==> config.mk <==
export PLATFORM = sky130hd
export DESIGN_NAME = pattern_sweep_ctrl
export DESIGN_NICKNAME = d
export VERILOG_FILES = /design/src/rtl/sweep_pkg.sv /design/src/rtl/sweep_misr.sv /design/src/rtl/pattern_sweep_ctrl.sv
export SDC_FILE = /design/constraint.sdc
export NUM_CORES = 1
export LEC_CHECK = 0
export ABC_AREA = 1
export ABC_CLOCK_PERIOD_IN_PS = 1600
export CAP_MARGIN = 20
export CORE_MARGIN = 1.5
export CORE_UTILIZATION = 47
export CTS_BUF_LIST = sky130_fd_sc_hd__clkbuf_16
export DETAILED_ROUTE_END_ITERATION = 8
export PLACE_DENSITY = 0.72
export SETUP_SLACK_MARGIN = 0.5
export SYNTH_ARGS = -nofsm -noshare
export SYNTH_HDL_FRONTEND = slang
export SYNTH_HIERARCHICAL = 1
export SYNTH_SLANG_ARGS = --single-unit
==> constraint.sdc <==
create_clock -name CK -period 1.6 [get_ports CK]
set_clock_uncertainty 0.1 [all_clocks]
set_input_delay 0.4 -clock CK [delete_from_list [all_inputs] [get_ports CK]]
set_output_delay 0.4 -clock CK [all_outputs]
set_load 0.1 [all_outputs]
==> src/rtl/sweep_pkg.sv <==
// Shared types and constants for the exhaustive pattern sweep sequencer.
package sweep_pkg;

    typedef enum logic [2:0] {
        S_IDLE    = 3'd0,
        S_DRIVE   = 3'd1,
        S_SETTLE  = 3'd2,
        S_CAPTURE = 3'd3,
        S_EMIT    = 3'd4,
        S_DONE    = 3'd5
    } sweep_state_t;

    // CRC-CCITT feedback taps; narrower signatures take the low bits.
    localparam logic [15:0] POLY = 16'h1021;

    // Record layout: pattern in the MSBs, response in the low out_w bits.
    function automatic logic [63:0] make_record(input logic [31:0] pat,
                                                input logic [31:0] resp,
                                                input int unsigned out_w);
        return ({32'b0, pat} << out_w) | {32'b0, resp};
    endfunction

endpackage

==> src/rtl/sweep_misr.sv <==
// Multiple-input signature register compacting each accepted sweep record.
module sweep_misr
    import sweep_pkg::*;
#(
    parameter int SIG_W  = 16,
    parameter int DATA_W = 5
) (
    input  logic              CK,
    input  logic              reset_n,
    input  logic              clr,
    input  logic              en,
    input  logic [DATA_W-1:0] data,
    output logic [SIG_W-1:0]  sig
);

    localparam logic [SIG_W-1:0] POLY_W = SIG_W'(POLY);

    always_ff @(posedge CK or negedge reset_n) begin
        if (!reset_n) begin
            sig <= '0;
        end else if (clr) begin
            sig <= '0;
        end else if (en) begin
            sig <= ({sig[SIG_W-2:0], 1'b0} ^ (sig[SIG_W-1] ? POLY_W : '0)) ^ SIG_W'(data);
        end
    end

endmodule

==> src/rtl/pattern_sweep_ctrl.sv <==
// Walks a benchmark DUT through every input pattern, logs {pattern, response}
// records and compacts them into a MISR signature. GOLDEN_CMP_EN adds a golden compare.
module pattern_sweep_ctrl
    import sweep_pkg::*;
#(
    parameter int N_IN   = 4,
    parameter int OUT_W  = 1,
    parameter int SETTLE = 1,
    parameter int SIG_W  = 16
) (
    input  logic                  CK,
    input  logic                  reset_n,
    input  logic                  start,
    input  logic                  abort,
    output logic [N_IN-1:0]       pat_o,
    input  logic [OUT_W-1:0]      resp_i,
    output logic                  rec_valid,
    input  logic                  rec_ready,
    output logic [N_IN+OUT_W-1:0] rec_data,
    output logic                  busy,
    output logic                  done,
    output logic [SIG_W-1:0]      sig_o,
`ifdef GOLDEN_CMP_EN
    input  logic [SIG_W-1:0]      golden_sig,
    output logic                  mismatch,
`endif
    output sweep_state_t          dbg_state
);

    localparam int REC_W = N_IN + OUT_W;
    localparam int CNT_W = (SETTLE > 1) ? $clog2(SETTLE) : 1;
    localparam logic [N_IN:0] LAST_IDX = {1'b0, {N_IN{1'b1}}};

    sweep_state_t     state, state_nxt;
    logic [N_IN:0]    idx;
    logic [CNT_W-1:0] cnt;
    logic             start_ok;
    logic             hs;
    logic             settle_end;

    // Handshake: a record transfers on a rising edge where rec_valid && rec_ready;
    // while rec_valid is high and rec_ready low, rec_data is held unchanged.
    assign start_ok   = start && ((state == S_IDLE) || (state == S_DONE));
    assign hs         = (state == S_EMIT) && rec_valid && rec_ready;
    assign settle_end = (cnt == CNT_W'(SETTLE - 1));
    assign dbg_state  = state;

    always_ff @(posedge CK or negedge reset_n) begin
        if (!reset_n) state <= S_IDLE;
        else          state <= state_nxt;
    end

    always_comb begin
        state_nxt = state;
        if (abort) begin
            state_nxt = S_IDLE;
        end else begin
            case (state)
                S_IDLE, S_DONE: if (start) state_nxt = S_DRIVE;
                S_DRIVE:        state_nxt = S_SETTLE;
                S_SETTLE:       if (settle_end) state_nxt = S_CAPTURE;
                S_CAPTURE:      state_nxt = S_EMIT;
                S_EMIT:         if (hs) state_nxt = (idx == LAST_IDX) ? S_DONE : S_DRIVE;
                default:        state_nxt = S_IDLE;
            endcase
        end
    end

    always_ff @(posedge CK or negedge reset_n) begin
        if (!reset_n) begin
            idx       <= '0;
            cnt       <= '0;
            pat_o     <= '0;
            rec_valid <= 1'b0;
            rec_data  <= '0;
            busy      <= 1'b0;
            done      <= 1'b0;
        end else if (abort) begin
            idx       <= '0;
            cnt       <= '0;
            pat_o     <= '0;
            rec_valid <= 1'b0;
            rec_data  <= '0;
            busy      <= 1'b0;
            done      <= 1'b0;
        end else begin
            case (state)
                S_IDLE, S_DONE: begin
                    if (start) begin
                        idx  <= '0;
                        busy <= 1'b1;
                        done <= 1'b0;
                    end
                end
                S_DRIVE: begin
                    pat_o <= idx[N_IN-1:0];
                    cnt   <= '0;
                end
                S_SETTLE: cnt <= cnt + 1'b1;
                S_CAPTURE: begin
                    rec_data  <= REC_W'(make_record(32'(pat_o), 32'(resp_i), OUT_W));
                    rec_valid <= 1'b1;
                end
                S_EMIT: begin
                    if (hs) begin
                        rec_valid <= 1'b0;
                        if (idx == LAST_IDX) begin
                            busy <= 1'b0;
                            done <= 1'b1;
                        end else begin
                            idx <= idx + 1'b1;
                        end
                    end
                end
                default: ;
            endcase
        end
    end

    sweep_misr #(
        .SIG_W (SIG_W),
        .DATA_W(REC_W)
    ) u_misr (
        .CK     (CK),
        .reset_n(reset_n),
        .clr    (abort || start_ok),
        .en     (hs && !abort),
        .data   (rec_data),
        .sig    (sig_o)
    );

`ifdef GOLDEN_CMP_EN
    // The signature is frozen while done is high, so the compare is stable.
    assign mismatch = done && (sig_o != golden_sig);
`endif

endmodule
==> metrics.txt, run 1 <==
grt repair worst endpoint=u_misr/sig[5]$_DFFE_PN0P_/D; Worst EP kind=sequential cell input; GR Util All Layers=around four fifths; error msg=[ERROR GRT-0232] Routing congestion too high. Check the congestion heatmap in the GUI.; yosys warns=6; DP Cell Count=about 350; Post-Syn Nets=260; Post-CTS Hold Buffers=0; Starting Density=around half; placed instance area=between 2000 and 3000 um^2; Avg Cell Area, Syn=around 7.8 um^2; sequential element share of the synthesized area=roughly 47%; cell count after synthesis=about 250; IO buf count=36; total CTS buffers=5; die height=67.5 um; Seq cells post-synth=37; Netlist cell types=24; I/O Pins=37; H-tree Lvls=2; CTS Sinks=37; Fail Step=global routing (5_1_grt); detailed placement HPWL=around 3600 um; status=aborted with a tool error; routability-driven placement congestion ratio=around 0.9; row count=23; Chip Width=between 60 and 70 um; Clock Path Buffers=2; gr ovfl total=between 150 and 200; largest net degree at the start of global routing=38; Synth Cell Area=roughly 2000 um^2; clk root buf=clkbuf_16
[stage by stage]
step                setup WS (ps)  setup TNS (ps)  hold WS [ps]
CTS                         -3.86           -4.55          80.8
floorplan                    -129           -1590          4.41
global placement             -347           -8550           357
detailed placement           -434           -9490           363
[Yosys cell counts]
| cell | count | area, um^2 |
|---|---|---|
| nor2_4 | 3 | 33.8 |
| nor3_1 | 2 | 10.0 |
| nor2_2 | 5 | 31.3 |
| nand2_4 | 1 | 11.3 |
| nand2_1 | 81 | 304 |
| nor2_1 | 14 | 52.6 |
| dfrtp_1 | 37 | 926 |
| nand3_4 | 1 | 17.5 |
| o31ai_1 | 3 | 22.5 |
| nand4_1 | 4 | 25.0 |
| buf_2 | 1 | 5.00 |
| nand3_2 | 1 | 10.0 |
| nand3_1 | 27 | 135 |
| o211a_1 | 1 | 10.0 |
| inv_2 | 5 | 18.8 |
| inv_4 | 1 | 6.26 |
| ha_1 | 2 | 25.0 |
| buf_4 | 2 | 15.0 |
| inv_1 | 36 | 135 |
| o21ai_0 | 10 | 50.1 |
| nand2_2 | 2 | 12.5 |
| o21bai_1 | 7 | 52.6 |
| buf_6 | 3 | 33.8 |
| a21oi_1 | 3 | 15.0 |
[metal layers]
layer  track usage [%]  overflow
met5                 0         0
met4               102        77
met1              77.8         0
met3              48.5         0
met2               105        99
[cells by family after synthesis]
kind of cell / synth area share [%]
AOI/OAI and AO/OA: 7.67
adders and majority gates: 1.28
buffers and inverters: 10.9
DFF: 47.3
and+or+nand+nor: 32.8
[timing repair]
action,in CTS
pin swaps,42
gates resized for setup,74
endpoints found under the setup margin,68
buffers inserted,34
cloned,1
==> run 2, diff against run 1 <==
--- a/config.mk
+++ b/config.mk
@@ -6,14 +6,12 @@
 export NUM_CORES = 1
 export LEC_CHECK = 0
 export ABC_AREA = 1
-export ABC_CLOCK_PERIOD_IN_PS = 1600
+export ABC_CLOCK_PERIOD_IN_PS = 2080
 export CAP_MARGIN = 20
 export CORE_MARGIN = 1.5
-export CORE_UTILIZATION = 47
-export CTS_BUF_LIST = sky130_fd_sc_hd__clkbuf_16
+export CORE_UTILIZATION = 40
 export DETAILED_ROUTE_END_ITERATION = 8
-export PLACE_DENSITY = 0.72
-export SETUP_SLACK_MARGIN = 0.5
+export PLACE_DENSITY_LB_ADDON = 0.15
 export SYNTH_ARGS = -nofsm -noshare
 export SYNTH_HDL_FRONTEND = slang
 export SYNTH_HIERARCHICAL = 1
==> constraint.sdc (replaced) <==
create_clock -name CK -period 2.08 [get_ports CK]
set_clock_uncertainty 0.1 [all_clocks]
set_input_delay 0.52 -clock CK [delete_from_list [all_inputs] [get_ports CK]]
set_output_delay 0.52 -clock CK [all_outputs]
set_load 0.1 [all_outputs]
==> metrics.txt, run 2 <==
most common library cells after synthesis=nand2_1, dfrtp_1, inv_1, nand3_1, nor2_1; most frequent cells in the layout=nand2_1, inv_1, dfrtp_1; Seq cells post-synth=37 (unchanged); Post-route DRC=0; predominant post-synthesis flop cell=dfrtp_1; Initial DRT Pass Iterations=4; critical path arrival=~1900 ps; Multi-input gate area=818 um^2; Area contributors post-synth=dfrtp_1, nand2_1, inv_1, nand3_1, nor2_1; Pleak=~0.0014 uW; status=complete, no violations; most numerous cell in the Yosys netlist=nand2_1; routability-driven placement congestion ratio=0.779 (-12%); Avg Cell Area, Syn=7.77 um^2 (unchanged); WS Path Type=register to register; Power, Total=~1800 uW; yosys warns=6 (unchanged); Clock Path Buffers=2 (unchanged); fin crit period=~1800 ps; cell count after synthesis=252 (unchanged); post-layout net count=slightly above 300; total CTS buffers=5 (unchanged); Slew @ Worst Pin=about 480 ps; post-route ant nets=0; Post-Layout Inst Area=2830 um^2; vias in the first global route=between 1500 and 2000; CTS Sinks=37 (unchanged); worst slew margin relative to its limit=68.3%; sequential element share of the synthesized area=47.3% (unchanged); post-CTS sizing=0 (-100%); GR Util All Layers=around a fifth; CP max FO=6; Starting Density=41.5% (-7.5 points); Final Max Tran Viols=0; # fillers=slightly above 400; DR vias=1731; CTS tree=yes; unrepaired setup endpoints after global routing=false; final WL=approximately 4400 um; Max Cap Viol=0; Die Area=approximately 5300 um^2; Max VDD drop=0.000471 V; Core ar.=around 4700 um^2; final hold vios=0; Initial DRC Count=96; DR WL/cell=12.1 um; period utilisation layout=around 85%; detailed placement HPWL=3290 um (-8.4%); Final WS setup=about 300 ps; H-tree Lvls=2 (unchanged); gr ovfl total=0; Vias/cell=about 4.7; area fraction of the dominant cell type after synthesis=47.3% (unchanged); final core utilization=59.9%; data required time at the worst endpoint=roughly 2200 ps; Synth Cell Area=1960 um^2 (unchanged); largest registers=u_misr/sig (16), idx (5), rec_data (5); antenna violations before repair=0; row count=25 (+8.7%); I/O Pins=37 (unchanged); worst min path class=primary input to async pin; fraction of layout cells with a size suffix above 1=between 20% and 30%; PwrDens=between 600 and 700 nW/um^2; pre-CTS setup slack=6.32 ps (+440 ps); Largest Register=u_misr/sig; die height=73.0 um (+8.0%); Startpoint Class=register; Post-synth EDFFs=0 (unchanged); Fmax=563 MHz; clock latency on the worst-skew pair=approximately 300 ps; Area growth syn-to-layout=44.4%; storage element area=a little over 900 um^2; CTS clk-pin slew, worst paths=70 ps; Setup Viol. Count Final=0; Post-CTS Setup Inserts=0 (-100%); most common cell after layout, fill and taps aside=nand2_1; first-pass GRT wire length=7650 um; largest net degree at the start of global routing=38; max reg flops=16; Netlist cell types=24 (unchanged); Post-CTS Hold Buffers=0 (unchanged); clk root buf=clkbuf_8; IO buf count=36 (unchanged); antenna fix cells=0; ys async rst share=100% (unchanged); Post-Syn Nets=260 (unchanged); CP endpoint kind=register; placed instance area=2750 um^2 (-7.7%); Chip Width=73.0 um (+8.0%); worst hold margin=around 150 ps; leading area contributor after synthesis=dfrtp_1
[run 2: metal layers]
| metal | wire (um) | up-vias | global-route usage [%] |
|---|---|---|---|
| li1 | - | 879 | - |
| met1 | 2130 | 804 | 25.5 |
| met2 | 2050 | 41 | 30.5 |
| met3 | 158 | 7 | 3.45 |
| met4 | 86 | 0 | 8.18 |
| met5 | 0 | - | 0 |
[run 2: worst paths after layout]
kind | from | to | slack (ps) | cells after the start
worst max-delay path | idx[0] | idx[0] | 300 | 9
worst min-delay path | reset_n | rec_data[3] | 150 | 2
worst max register to register | idx[0] | idx[0] | 300 | 9
worst min register to register | cnt | cnt | 380 | 1
max in group asynchronous | reset_n | dbg_state[0] | 1350 | 2
min in group CK | cnt | cnt | 380 | 1
[run 2: layout make-up]
class	count	share of cell area, %
well taps	67	2.96
multi-input cells	167	28.9
inverters	42	5.66
clock buffers	6	2.57
flip-flops and latches	37	32.9
repair buffers	46	26.6
clock inverters	2	0.354
[run 2: where the power goes]
part	switching [uW]	internal (uW)
Clock	267	232
Sequential	45.2	745
Combinational	346	167
Total	658	1140
[run 2: metrics by stage]
step / instances / setup TNS (ps)
after global routing: 367 / 0
after global placement: 359 / -60.6
after floorplan: 252 / 0
after CTS: 367 / 0
final: 367 / 0
after detailed placement: 359 / 0
[run 2: kinds of logic (layout without fill, tap and decap cells)]
kind of cell	count (synthesis)	after routing	synth area share [%]
buffers and inverters	48	96	10.9
AO/OA/AOI/OAI	24	24	7.67
AND/OR/NAND/NOR	141	141	32.8
adder cells (fa/ha/maj)	2	2	1.28
flip-flops	37	37	47.3
[run 2: critical path, cell delays in order, from the launching register on]
cell     delay [ps]
dfrtp_1         470
ha_1            210
nand2_1          80
nor2_1          110
ha_1            200
nand4_1         120
nand2_2         150
inv_2            80
nand3_1          80
nand2_1          50
Power figures use the tool's default switching activity.
==> run 3, diff against run 2 <==
--- a/config.mk
+++ b/config.mk
@@ -12,6 +12,7 @@
 export CORE_UTILIZATION = 40
 export DETAILED_ROUTE_END_ITERATION = 8
 export PLACE_DENSITY_LB_ADDON = 0.15
+export SETUP_SLACK_MARGIN = 0.02
 export SYNTH_ARGS = -nofsm -noshare
 export SYNTH_HDL_FRONTEND = slang
 export SYNTH_HIERARCHICAL = 1
==> results of run 3 <==
The final DEF is identical to that of run 2; final timing and power are the same.
==> run 4, diff against run 3 <==
--- a/config.mk
+++ b/config.mk
@@ -6,11 +6,12 @@
 export NUM_CORES = 1
 export LEC_CHECK = 0
 export ABC_AREA = 1
-export ABC_CLOCK_PERIOD_IN_PS = 2080
 export CAP_MARGIN = 20
 export CORE_MARGIN = 1.5
 export CORE_UTILIZATION = 40
 export DETAILED_ROUTE_END_ITERATION = 8
+export DONT_BUFFER_PORTS = 1
+export HOLD_SLACK_MARGIN = 0.1
 export PLACE_DENSITY_LB_ADDON = 0.15
 export SETUP_SLACK_MARGIN = 0.02
 export SYNTH_ARGS = -nofsm -noshare
==> metrics.txt, run 4 (synthesized netlist as in run 2, its figures left out) <==
Clock Path Buffers=2 (unchanged); total CTS buffers=5 (unchanged); WS Path Type=register to register; Final WS setup=305 ps (+1.40 ps); Final Instance Count excl. Fillers=355 (-3.3%); Final Max Tran Viols=0 (unchanged); Vias/cell=4.64 (-1.7%); data required time at the worst endpoint=2210 ps (+50 ps); worst min path class=primary input to register; routability-driven placement congestion ratio=0.860 (+10%); row count=25 (unchanged); Pleak=0.00129 uW (-8.8%); final WL=4370 um (-1.3%); Hold Path Depth=1; Initial DRT Pass Iterations=5 (+1); Initial DRC Count=124 (+29%); CP max FO=15 (+9); Setup Viol. Count Final=0 (unchanged); CP endpoint kind=register; clk root buf=clkbuf_8; Core ar.=4720 um^2 (unchanged); H-tree Lvls=2 (unchanged); Max VDD drop=0.000533 V (+13%); DR vias=1646 (-4.9%); Slew @ Worst Pin=424 ps (-51.2 ps); clock latency on the worst-skew pair=290 ps (about the same); reg2reg setup slack=310 ps (about the same); DP Cell Count=345 (-3.9%); final hold vios=0 (unchanged); post-layout net count=295 (-3.9%); post-route ant nets=0 (unchanged); WL met2=1940 um (-5.6%); I/O Pins=37 (unchanged); largest net degree at the start of global routing=38 (unchanged); storage element area=930 um^2 (unchanged); Starting Density=41.5% (unchanged); IO buf count=0 (-100%); period utilisation layout=85.3% (about the same); Fin Setup TNS=0 ps (unchanged); Crit-path slowest cell=dfrtp_2; hold wc startpoint=abort; CTS clk-pin slew, worst paths=70 ps (about the same); CTS tree=yes; PwrDens=783 nW/um^2 (+23%); CP max stage delay=450 ps (-20 ps); Hold Path End=dbg_state[1]; Post-route DRC=0 (unchanged); worst path cell trace=nor2_2 > nand3_4 > nor2_1 > inv_2 > nor2_4 > nand3_1 > nand2_1; detailed placement HPWL=3140 um (-4.4%); antenna violations before repair=0 (unchanged); # fillers=460 (+12%); WL met3=304 um (+92%); Fmax=563 MHz (about the same); fin crit period=1770 ps (-1.40 ps); Largest Register=u_misr/sig; pre-CTS setup slack=264 ps (+258 ps); DR WL/cell=12.3 um (+2.1%); unrepaired setup endpoints after global routing=false; Post-CTS Setup Inserts=0 (unchanged); largest registers=u_misr/sig (16), idx (5), rec_data (5); r2r startpoint=dbg_state[0]; max reg flops=16 (unchanged); R2R Path End=u_misr/sig[0]; delay-heaviest family, CP=simple AND/OR/NAND/NOR gates; vias in the first global route=1523 (-7.8%); critical path arrival=1910 ps (+50 ps); Area growth syn-to-layout=21.5%; die height=73.0 um (unchanged); most frequent cells in the layout=nand2_1, inv_1, dfrtp_1; Chip Width=73.0 um (unchanged); status=complete, no violations; worst slew margin relative to its limit=71.7% (+3.4 points); Multi-input gate area=818 um^2 (unchanged); Die Area=5320 um^2 (unchanged); most common cell after layout, fill and taps aside=nand2_1; Buf/Inv on CP=1 (unchanged); first-pass GRT wire length=7270 um (-5.0%); fraction of layout cells with a size suffix above 1=21.5% (-2.1 points); Startpoint Class=register; Max Cap Viol=0 (unchanged); worst r2r path cells=7 (-2); wl on met1=2060 um (-3.2%); antenna fix cells=0 (unchanged); gr ovfl total=0 (unchanged); GR Util All Layers=17.9% (-1.2 points); highest metal used=met4; CTS Sinks=37 (unchanged)
-- run 4: worst max path at each step --
stage | from | to | depth (start not counted)
finish | dbg_state[0] | u_misr/sig[0] | 7
global route | dbg_state[0] | u_misr/sig[4] | 7
CTS | dbg_state[0] | u_misr/sig[5] | 7
detailed placement | abort | u_misr/sig[5] | 7
global placement | abort | u_misr/sig[2] | 7
floorplan | dbg_state[2] | u_misr/sig[10] | 9
-- run 4: metal layers --
metal | GRT usage (%) | vias up
met5 | 0 | -
met4 | 6.29 | 0
met3 | 5.94 | 7
met2 | 26.7 | 43
met1 | 24.4 | 740
li1 | - | 856
-- run 4: area by class of cell --
type	count	area share (%)
flip-flops and latches	37	39.1
inverters	42	6.73
multi-input cells	167	34.4
well taps	67	3.52
clock buffers	7	3.63
repair buffers	34	11.4
clock inverters	1	1.26
-- run 4: metrics by stage --
stage	power (uW)	instance area, um^2	hold slack (ps)	utilization, %
global placement	1210	2230	125	47.3
CTS	1880	2380	188	50.4
finish	1860	2380	195	50.4
global route	1950	2380	193	50.4
detailed placement	1210	2230	126	47.3
floorplan	1140	1960	124	-
-- run 4: timing repair --
item                                    CTS  global route
hold buffers                              2             0
endpoints found under the setup margin    0             0
gates resized for setup                   0             0
hold endpoints to repair                 37             0
-- run 4: power breakdown --
| group | switching, uW | leakage (uW) | internal (uW) |
|---|---|---|---|
| Sequential | 23.5 | 0.000508 | 745 |
| Combinational | 350 | 0.000726 | 99.1 |
| Clock | 254 | 0.0000585 | 391 |
